## src/rtl/clz_denorm.sv

```systemverilog
// clz_denorm: undoes the leading-zero normalize step. The normalized
// mantissa is shifted right by the LZD count, one barrel stage per clock.
// Stage k handles the count bit of weight 2^k.
// Optional feature: define CLZ_DENORM_STICKY_EN to add the `sticky` output.
// `sticky` is the OR of all bits shifted out past the LSB.
module clz_denorm #(
    parameter int WIDTH = 8,
    localparam int CW = $clog2(WIDTH)
) (
    input  logic             clk,
    input  logic             rst,
    input  logic             in_valid,
    output logic             in_ready,
    input  logic [0:WIDTH-1] in_data,
    input  logic             in_v,
    input  logic [0:CW-1]    in_cnt,
    output logic             out_valid,
    input  logic             out_ready,
`ifdef CLZ_DENORM_STICKY_EN
    output logic             sticky,
`endif
    output logic [0:WIDTH-1] out_data
);

    typedef enum logic [1:0] {IDLE, SHIFT, DONE} state_t;

    state_t           r_state;
    logic [0:WIDTH-1] r_sh;    // working shift register
    logic [0:CW-1]    r_cnt;   // latched shift amount, index 0 = MSB
    logic [CW-1:0]    r_k;     // stage counter
    logic [0:WIDTH-1] r_out;   // result, updated only on entry to DONE
    logic [0:WIDTH-1] w_shifted;
    logic             w_last;
`ifdef CLZ_DENORM_STICKY_EN
    logic             r_stk;
    logic             w_lost;
`endif

    assign in_ready  = (r_state == IDLE);
    assign out_valid = (r_state == DONE);
    assign out_data  = r_out;
    assign w_last    = (r_k == CW'(CW - 1));
`ifdef CLZ_DENORM_STICKY_EN
    assign sticky    = r_stk;
`endif

    // One barrel stage: shift by 2^k when count bit of weight 2^k is set.
    // The mux selects on the stage counter, so every shift distance is a constant.
    always_comb begin
        w_shifted = r_sh;
`ifdef CLZ_DENORM_STICKY_EN
        w_lost    = 1'b0;
`endif
        for (int s = 0; s < CW; s++) begin
            if (r_k == CW'(s) && r_cnt[CW-1-s]) begin
                w_shifted = r_sh >> (2**s);
`ifdef CLZ_DENORM_STICKY_EN
                // The low 2^s bits fall off the end; moving them to the top isolates them.
                w_lost    = |(r_sh << (WIDTH - 2**s));
`endif
            end
        end
    end

    // Control FSM and datapath registers.
    always_ff @(posedge clk) begin
        if (rst) begin
            r_state <= IDLE;
            r_sh    <= '0;
            r_cnt   <= '0;
            r_k     <= '0;
            r_out   <= '0;
`ifdef CLZ_DENORM_STICKY_EN
            r_stk   <= 1'b0;
`endif
        end else begin
            case (r_state)
                IDLE: begin
                    if (in_valid) begin
`ifdef CLZ_DENORM_STICKY_EN
                        r_stk <= 1'b0;
`endif
                        if (in_v) begin
                            r_sh    <= in_data;
                            r_cnt   <= in_cnt;
                            r_k     <= '0;
                            r_state <= SHIFT;
                        end else begin
                            // An all-zero source word skips the shifter entirely.
                            r_out   <= '0;
                            r_state <= DONE;
                        end
                    end
                end
                SHIFT: begin
                    r_sh <= w_shifted;
                    r_k  <= r_k + 1'b1;
`ifdef CLZ_DENORM_STICKY_EN
                    r_stk <= r_stk | w_lost;
`endif
                    if (w_last) begin
                        r_out   <= w_shifted;
                        r_state <= DONE;
                    end
                end
                DONE: begin
                    if (out_ready) r_state <= IDLE;
                end
                default: r_state <= IDLE;
            endcase
        end
    end

endmodule

```

## config.mk

```make
export PLATFORM = sky130hd
export DESIGN_NAME = clz_denorm
export DESIGN_NICKNAME = d
export VERILOG_FILES = /design/src/rtl/clz_denorm.sv
export SDC_FILE = /design/constraint.sdc
export NUM_CORES = 1
export LEC_CHECK = 0
export ABC_CLOCK_PERIOD_IN_PS = 1900
export BUFFER_PORTS_ARGS = -buffer_cell sky130_fd_sc_hd__buf_2
export CAP_MARGIN = 0
export CELL_PAD_IN_SITES_DETAIL_PLACEMENT = 1
export CELL_PAD_IN_SITES_GLOBAL_PLACEMENT = 2
export CORE_AREA = 4 4 100 55
export CTS_BUF_LIST = sky130_fd_sc_hd__clkbuf_2
export DETAILED_ROUTE_END_ITERATION = 8
export DIE_AREA = 0 0 104 59
export GPL_TIMING_DRIVEN = 0
export HOLD_SLACK_MARGIN = 0.02
export MAX_ROUTING_LAYER = met4
export PLACE_DENSITY = 0.72
export SYNTH_ARGS = -nofsm -noshare
export SYNTH_HDL_FRONTEND = slang
export SYNTH_SLANG_ARGS = --single-unit
```

## constraint.sdc

```tcl
create_clock -name clk -period 1.9 [get_ports clk]
set_input_delay 0 -clock clk [delete_from_list [all_inputs] [get_ports clk]]
set_output_delay 0 -clock clk [all_outputs]
set_load 0.02 [all_outputs]
```

Yosys cells after proc, flatten, opt, wreduce, memory -nomap -nowiden
Index checks and enable logic that the tools add are counted.
{"block": "classes", "addsub": 1, "multipliers": 0, "div": 0, "n_lt_le_gt_ge": 0, "eq_ne": 9, "n_shift": 0, "n_mux": 18, "n_bitwise": 0, "reduce_logical": 10}
{"op": "$mux 8", "count": 8}
{"op": "$pmux 8 s2", "count": 2}
{"op": "$reduce_and 3->1", "count": 3}
{"op": "$mux 2", "count": 4}
{"op": "$mux 3", "count": 2}
{"op": "$ne 2x2->1 const B", "count": 3}
{"op": "$pmux 2 s3", "count": 1}
{"op": "$pmux 3 s2", "count": 1}
{"op": "$ne 2x1->1 const B", "count": 2}
{"op": "$reduce_and 4->1", "count": 1}
{"op": "$add 3x1->3 const B", "count": 1}
{"op": "$eq 3x1->1 const B", "count": 1}
{"op": "$eq 3x2->1 const B", "count": 1}
{"op": "$logic_and 1x1->1", "count": 3}
{"op": "$logic_not 3->1", "count": 1}
{"op": "$eq 2x1->1 const B", "count": 1}
{"op": "$eq 2x2->1 const B", "count": 1}
{"op": "$logic_not 2->1", "count": 1}
{"op": "$reduce_bool 2->1", "count": 1}
{"block": "totals", "regBits": 24, "latch_bits": 0, "ramBits": 0, "rom_bits": 0, "output_inout_bits": 10, "word_cells": 43, "memories": 0}

Logic depth before layout (Yosys ltp)
Gate-level depths: netlist (run 1).
{"block": "depth", "depth_word": 7, "mapped_depth": 7, "mapped_depth_nobuf": 6}

Worst setup path before layout (run 1)
Ideal clock, no wire load.
{"block": "synth_timing", "path_type": "register -> register", "start": "reg r_k[0]", "end": "reg r_out (netlist bit out_data[6])", "arrival_ns": 1.666, "setup_slack_ns": 0.119, "path_stages_with_launch": 8, "path_buffers": 1, "synth_period_minus_slack_ns": 1.781, "path_cell_list": "dfxtp_1 -> inv_1 -> ha_1 -> and3b_1 -> buf_6 -> mux2_4 -> o2111ai_2 -> a2bb2o_4"}
{"block": "synth_via", "elab_chain_cells": 7}
{"item": "from (decl)", "line_no": "30", "text": "logic [CW-1:0] r_k;"}
{"item": "from (signal assigned)", "line_no": "97", "text": "r_k <= r_k + 1'b1;"}
{"item": "$logic_not 3->1", "line_no": "55", "text": "if (r_k == CW'(s) && r_cnt[CW-1-s]) begin"}
{"item": "$logic_and 1x1->1", "line_no": "55"}
{"item": "$mux 8 (3 in series)", "line_no": "55"}
{"item": "$mux 8", "line_no": "101", "text": "if (w_last) begin"}
{"item": "$pmux 8 s2", "line_no": "77", "text": "case (r_state)"}
{"item": "to (signal assigned)", "line_no": "102", "text": "r_out <= w_shifted;"}
{"item": "to (decl)", "line_no": "31", "text": "logic [0:WIDTH-1] r_out;"}
Parallel ways exist; a longest one is shown, timed or not. The select of a mux whose other input is x is not followed.
A chain may end at the register's enable or synchronous reset.

Worst setup path in the final report (run 1)
Ends and elaborated chain as after synthesis.

==> out/results.tsv, run 1 <==
stage	metric	value	unit
run_status	status	finished, final reports clean	
clocking	path_clk_slew	240	ps
global_route	grt_first_pass_wirelength	7.08	mm
worst_setup_path	end_kind	register	
clocking	htreeDepth	1	
power	p_leak	0.000691	uW
min_path	min_path_type	input port to register	
logic_synthesis	yosysMostFrequentCell	dfxtp_1	
global_route	grt-ovfl-total	0	
clocking	cts_tree	done	
sta	fmax	545	MHz
power	power_density	555	nW/um2
drt	drt_first_pass_iters	4	
clocking	cts.sinks	24	
worst_setup_path	cp.required	2200	ps
logic_synthesis	muxShareOfSynthArea	3.35	%
drt	drc	0	
global_route	antenna_found_initial	0	
final_layout	instances_no_fill	261	
logic_synthesis	ys_warn_count	0	
sta	final_hold_viol_count	0	
global_route	grt_max_degree	14	
logic_synthesis	synth_compound_area_share	24.2	%
logic_synthesis	synth_top_family_by_area	simple AND/OR/NAND/NOR gates	
clocking	cts_buffers	3	
logic_synthesis	yosysTopAreaCellShare	35.7	%
logic_synthesis	synth_fp_nets	174	
die	rows	18	
global_route	grt_most_used_layer	met2	
sta	hold_ws	52.5	ps
global_route	grt_pass1_vias	1367	
die	die_x	104	um
logic_synthesis	avgSynthCellArea	8.74	um2
job	maxCapViolCount	0	
drt	drtIter0Drc	48	
logic_synthesis	synth_xor_area_share	0.651	%
placement	portBuffers	25	
logic_synthesis	synthTopCellsByArea	dfxtp_1 36%, nand2_1 5.6%, a21oi_1 4.5%	
logic_synthesis	synthAdderAreaFrac	3.72	%
drt	vias	1324	
logic_synthesis	synth_common_cells	24 x dfxtp_1, 20 x nand2_1, 12 x a21oi_1, 10 x nor2_1	
logic_synthesis	async_reset_ff_share	0	%
global_route	met2_usage	23.4	%
global_route	use_met1	20.8	%
worst_setup_path	worstSetupStartpointType	register	
die	io_pins	26	
placement	gp_congestion	0.813	
placement	dpl.hpwl	3.28	mm
drt	wl_per_cell	17.0	um
die	dieArea	6140	um2
logic_synthesis	yosys.area_share.simple	27.2	%
logic_synthesis	synth-edff-count	0	
logic_synthesis	synth_flop_cell	dfxtp_1	
drt	ant_nets	0	
die	coreArea	4680	um2
sta	slew_headroom	66.8	%
drt	viasPerCell	5.07	
sta	tightestPinTransition	498	ps
logic_synthesis	synth_cell_type_count	45	
placement	placed_cell_area	1550	um2
power	peakVddDrop	0.200	mV
clocking	root_buffer	clkbuf_2	
sta	final_max_slew_viol_count	0	
sta	finClkSkew	10.9	ps
clocking	clk_path_buf_depth	2	
final_layout	diodes	0	
logic_synthesis	synthCells	154	
global_route	track_usage	15.2	%
placement	dp_cells	239	
sta	fin_crit_sh	96.6	%
logic_synthesis	ys_ff_latch	24	
worst_setup_path	path_class	register to register	
die	start_util	28.7	%
worst_setup_path	crit_arrival	2140	ps
sta	setup_tns	0	ps
clocking	insertion_delay	370	ps
worst_setup_path	crit_fanout	8	
drt	routed_wl	4.44	mm
final_layout	area_growth	31.0	%
sta	grt_setup_unrepaired	no	
logic_synthesis	synth_top_area_cell	dfxtp_1	
sta	setup_viol	0	
final_layout	layout.nets	222	
die	die_y	59	um
final_layout	n_fill_cell	572	
logic_synthesis	synth_seq_area_share	35.7	%
final_layout	drive_gt1_share	26.9	%
logic_synthesis	syn_area	1350	um2
global_route	met3_usage	3.37	%
final_layout	finalInstanceArea	1760	um2
sta	post-route-min-period	1840	ps
## area by class of cell
class / instances / area (um2) / area share, %
multi-input cells: 115 / 822 / 46.6
flip-flops and latches: 24 / 485 / 27.5
repair buffers: 43 / 293 / 16.6
well taps: 60 / 75.1 / 4.26
plain buffers: 8 / 43.8 / 2.48
inverters: 7 / 26.3 / 1.49
clock buffers: 3 / 15.0 / 0.851
clock inverters: 1 / 3.75 / 0.213
## metrics by stage
step                      utilization, %  setup WS, ps  power (uW)
after floorplan                        -           119         671
after global placement              33.0         -28.7         728
after global routing                37.7          3.87        1020
final                               37.7          64.5         980
after detailed placement            33.0         -87.3         737
after CTS                           36.6          5.02         979
## power breakdown
part           switching, uW  total [uW]  internal (uW)
Sequential              25.9         551            525
Clock                    174         220           45.7
Combinational            114         209           95.5
Total                    313         980            666
## per-layer routing
metal | part of all wire [%] | vias up | routed length [um]
li1 | - | 654 | -
met1 | 52 | 637 | 2290
met2 | 42 | 31 | 1890
met3 | 5.3 | 2 | 234
met4 | 0.61 | 0 | 27
met5 | 0 | - | 0
## critical path, stage by stage (launching register included)
cell and delay, ps:
dfxtp_4 400, inv_1 120, ha_4 170, and3b_1 170, buf_6 140, mux2_4 320, o2111ai_4 220, a2bb2o_4 230
## placed cells by master, fill, tap and decap left out, types with 2 or more instances in the layout
| master | instances |
|---|---|
| nor2_1 | 10 |
| a21oi_1 | 12 |
| buf_4 | 5 |
| a311oi_1 | 2 |
| mux2i_1 | 3 |
| o2bb2ai_1 | 3 |
| nand2b_1 | 7 |
| nor3_1 | 2 |
| clkbuf_2 | 3 |
| o221ai_1 | 3 |
| ha_1 | 2 |
| nand3b_1 | 3 |
| inv_1 | 7 |
| nand4b_1 | 3 |
| buf_2 | 30 |
| a211o_1 | 2 |
| nand2_1 | 20 |
| or3_1 | 3 |
| nand3_1 | 6 |
| a31oi_1 | 4 |
| dlygate4sd3_1 | 13 |
| o22ai_1 | 4 |
| dfxtp_1 | 22 |
| o32a_1 | 3 |
## registers in the layout, indices dropped and copies added, names as in the netlist
name / cells
out_data: 8
r_cnt: 3
r_k: 3
r_state: 2
r_sh: 8
## repair_timing
item,in CTS,in global routing
hold buffers,13,0
gates resized for setup,3,4
buffers inserted,2,3
setup endpoints to repair,6,5
pin swaps,1,1
cloned,0,0
hold endpoints to repair,13,0
## kinds of logic (layout without fill, tap and decap cells)
| kind of cell | after synthesis | in the layout |
|---|---|---|
| buf+inv | 15 | 62 |
| fa+ha+maj | 4 | 4 |
| mux | 4 | 4 |
| flops | 24 | 24 |
| xor+xnor | 1 | 1 |
| compound gates | 40 | 40 |
| simple gates | 66 | 66 |
## final timing paths
| path | startpoint | endpoint | slack, ps | cells past startpoint |
|---|---|---|---|---|
| worst min-delay path | in_v | r_state[0] | 50 | 5 |
| worst max-delay path | r_k[0] | out_data[6] | 60 | 7 |
| worst max register to register | r_k[0] | out_data[6] | 60 | 7 |
| worst min register to register | out_data[5] | out_data[5] | 490 | 1 |
Power figures use the tool's default switching activity.
==> run 2: changes to the inputs <==
ABC_AREA = 1   (was not set)
CORE_AREA = 4 4 104 57   (was 4 4 100 55)
DIE_AREA = 0 0 108 61   (was 0 0 104 59)
==> out/results.tsv, run 2 <==
stage	metric	value	unit	change
final_layout	diodes	0		unchanged
drt	viasPerCell	4.47		-12%
drt	ant_nets	0		unchanged
power	peakVddDrop	0.196	mV	-1.6%
min_path	min_path_type	input port to register		
worst_setup_path	cpMaxStageDelayCell	dfxtp_1		
drt	drtIter0Drc	33		-31%
global_route	track_usage	14.0	%	-1.3 points
drt	route.met3.wl	82	um	-65%
logic_synthesis	yosysTopAreaCellShare	35.1	%	-0.59 points
logic_synthesis	ys_ff_latch	24		unchanged
drt	wl_met2	1.83	mm	-2.8%
sta	fin_ws	248	ps	+184 ps
global_route	grt_pass1_vias	1400		+2.4%
sta	post-route-min-period	1650	ps	-184 ps
clocking	post-cts-setup-buffers	0		-2
final_layout	drive_gt1_share	24.6	%	-2.3 points
clocking	cts_tree	done		
worst_setup_path	critPathMaxStageDelay	380	ps	-20 ps
logic_synthesis	syn_area	1370	um2	+1.7%
drt	routed_wl	3.99	mm	-10%
global_route	antenna_found_initial	0		unchanged
logic_synthesis	yosysMostFrequentCell	nand2_1		
clocking	clk_path_buf_depth	2		unchanged
final_layout	final_common_cell	nand2_1		
clocking	cts.sinks	24		unchanged
worst_setup_path	worstPathBufferInverterCount	2		unchanged
die	rows	18		unchanged
clocking	htreeDepth	1		unchanged
drt	drt_first_pass_iters	4		unchanged
logic_synthesis	synth-edff-count	0		unchanged
logic_synthesis	synth_cell_type_count	28		-38%
power	power_density	679	nW/um2	+22%
logic_synthesis	synthTopCellsByArea	dfxtp_1 35%, nand2_1 10%, o21ai_0 9.9%		
clocking	root_buffer	clkbuf_2		
clocking	cts_buffers	3		unchanged
sta	slew_headroom	71.9	%	+5.1 points
sta	setup_viol	0		unchanged
logic_synthesis	synthCells	192		+25%
final_layout	area_growth	25.8	%	
worst_setup_path	crit_fanout	5		-3
clocking	path_clk_slew	260	ps	+20 ps
worst_setup_path	cp.required	2170	ps	-30 ps
die	coreArea	4890	um2	+4.3%
final_layout	layout.nets	254		+14%
global_route	grt-ovfl-total	0		unchanged
worst_setup_path	crit_arrival	1920	ps	-220 ps
placement	gp_congestion	0.793		-2.5%
final_layout	n_fill_cell	644		+13%
sta	fin_crit_sh	86.9	%	-9.7 points
drt	wl_met1	2.04	mm	-11%
worst_setup_path	cp_top_family	simple AND/OR/NAND/NOR gates		
logic_synthesis	synth_common_cells	37 x nand2_1, 27 x inv_1, 27 x o21ai_0, 24 x dfxtp_1, 18 x a21oi_1		
logic_synthesis	ys_warn_count	0		unchanged
run_status	status	finished, final reports clean		
clocking	insertion_delay	360	ps	about the same
sta	final_hold_viol_count	0		unchanged
die	start_util	28.0	%	-0.73 points
worst_setup_path	worstPathCellList	inv_1 -> ha_1 -> nand2_1 -> nand2_2 -> nand2_2 -> nor2_4 -> clkinv_1 -> nand2_1 -> a21oi_2		
drt	vias	1350		+2.0%
die	die_x	108	um	+3.8%
drt	highest-signal-layer	met4		
sta	fmax	605	MHz	+11%
worst_setup_path	worstSetupStartpointType	register		
worst_setup_path	end_kind	register		
drt	drc	0		unchanged
die	die_y	61	um	+3.4%
logic_synthesis	synth_top_area_cell	dfxtp_1		
sta	setup_tns	0	ps	unchanged
sta	finClkSkew	20.6	ps	+9.74 ps
logic_synthesis	async_reset_ff_share	0	%	unchanged
die	dieArea	6590	um2	+7.4%
sta	grt_setup_unrepaired	no		
final_layout	mostFrequentLayoutCells	37 x nand2_1, 27 x inv_1, 27 x o21ai_0, 27 x buf_2, 24 x dfxtp_1		
logic_synthesis	synth_seq_area_share	35.1	%	-0.59 points
job	maxCapViolCount	0		unchanged
clocking	cts_resized	0		-3
global_route	grt_first_pass_wirelength	6.85	mm	-3.2%
sta	final_max_slew_viol_count	0		unchanged
logic_synthesis	synth_fp_nets	212		+22%
global_route	grt_max_degree	13		-1
final_layout	multiInputGateArea	716	um2	-13%
clocking	ctsHoldBuffers	13		unchanged
logic_synthesis	avgSynthCellArea	7.13	um2	-18%
placement	portBuffers	24		-4.0%
die	io_pins	26		unchanged
power	p_leak	0.000766	uW	+11%
final_layout	regArea	480	um2	-1.0%
logic_synthesis	synth_flop_cell	dfxtp_1		
placement	dpl.hpwl	3.01	mm	-8.3%
placement	dp_slack	228	ps	+316 ps
sta	tightestPinTransition	421	ps	-77.0 ps
drt	wl_per_cell	13.2	um	-22%
worst_setup_path	path_class	register to register		
run 2: cell types whose count changed in the layout (fill, tap and decap cells not counted), moves of 5 or more:
cell | previous run | this run
a21oi_1 | 12 | 18
nand3_2 | 0 | 5
nand2_1 | 20 | 37
o21ai_0 | 0 | 27
nand2b_1 | 7 | 0
inv_1 | 7 | 27
run 2: cells by family after synthesis:
family | count (synthesis) | synth area share (%)
buffers and inverters | 39 | 12.6
DFF | 24 | 35.1
AOI/OAI and AO/OA | 57 | 22.9
adders and majority gates | 4 | 3.66
and+or+nand+nor | 68 | 25.7
run 2: metal layers:
metal	up-vias	track usage (%)
li1	699	-
met1	638	17.8
met2	11	23.7
met3	2	2.87
met4	0	2.16
met5	-	-
run 2: where the power goes:
| group | internal (uW) | total, uW | leakage, uW | switching [uW] |
|---|---|---|---|---|
| Combinational | 144 | 366 | 0.000556 | 222 |
| Clock | 42.9 | 210 | 0.0000125 | 167 |
| Sequential | 555 | 593 | 0.000197 | 38.3 |
run 2: cell type report:
| class | count | share of cell area [%] |
|---|---|---|
| sequential | 24 | 27.9 |
| clock buffer | 3 | 0.872 |
| multi-input combinational | 129 | 41.6 |
| tap | 70 | 5.09 |
| buffer | 7 | 3.05 |
| inverter | 32 | 6.98 |
| timing repair buffer | 37 | 14.5 |
run 2: final timing paths:
kind | start | endpoint | slack (ps) | cells past startpoint
worst min register to register | r_cnt[1] | r_cnt[1] | 480 | 2
worst min-delay path | in_valid | r_sh[0] | 100 | 4
worst max-delay path | r_k[0] | out_data[7] | 250 | 9
worst max register to register | r_k[0] | out_data[7] | 250 | 9
run 2: per-stage QoR:
stage | area (um2) | utilization, % | power [uW] | hold WS, ps | instances
5_1_grt | 1720 | 35.2 | 1260 | 104 | 302
4_1_cts | 1720 | 35.2 | 1190 | 100 | 302
3_5_place_dp | 1580 | 32.3 | 953 | 266 | 286
6_report | 1720 | 35.2 | 1170 | 103 | 302
2_1_floorplan | 1370 | - | 844 | 172 | 192
3_3_place_gp | 1580 | 32.3 | 942 | 261 | 286
run 2: worst reg2reg max path, cell delays in order (launching register included):
cell and delay, ps:
dfxtp_1 380, inv_1 120, ha_1 230, nand2_1 80, nand2_2 80, nand2_2 60
nor2_4 160, clkinv_1 250, nand2_1 150, a21oi_2 60
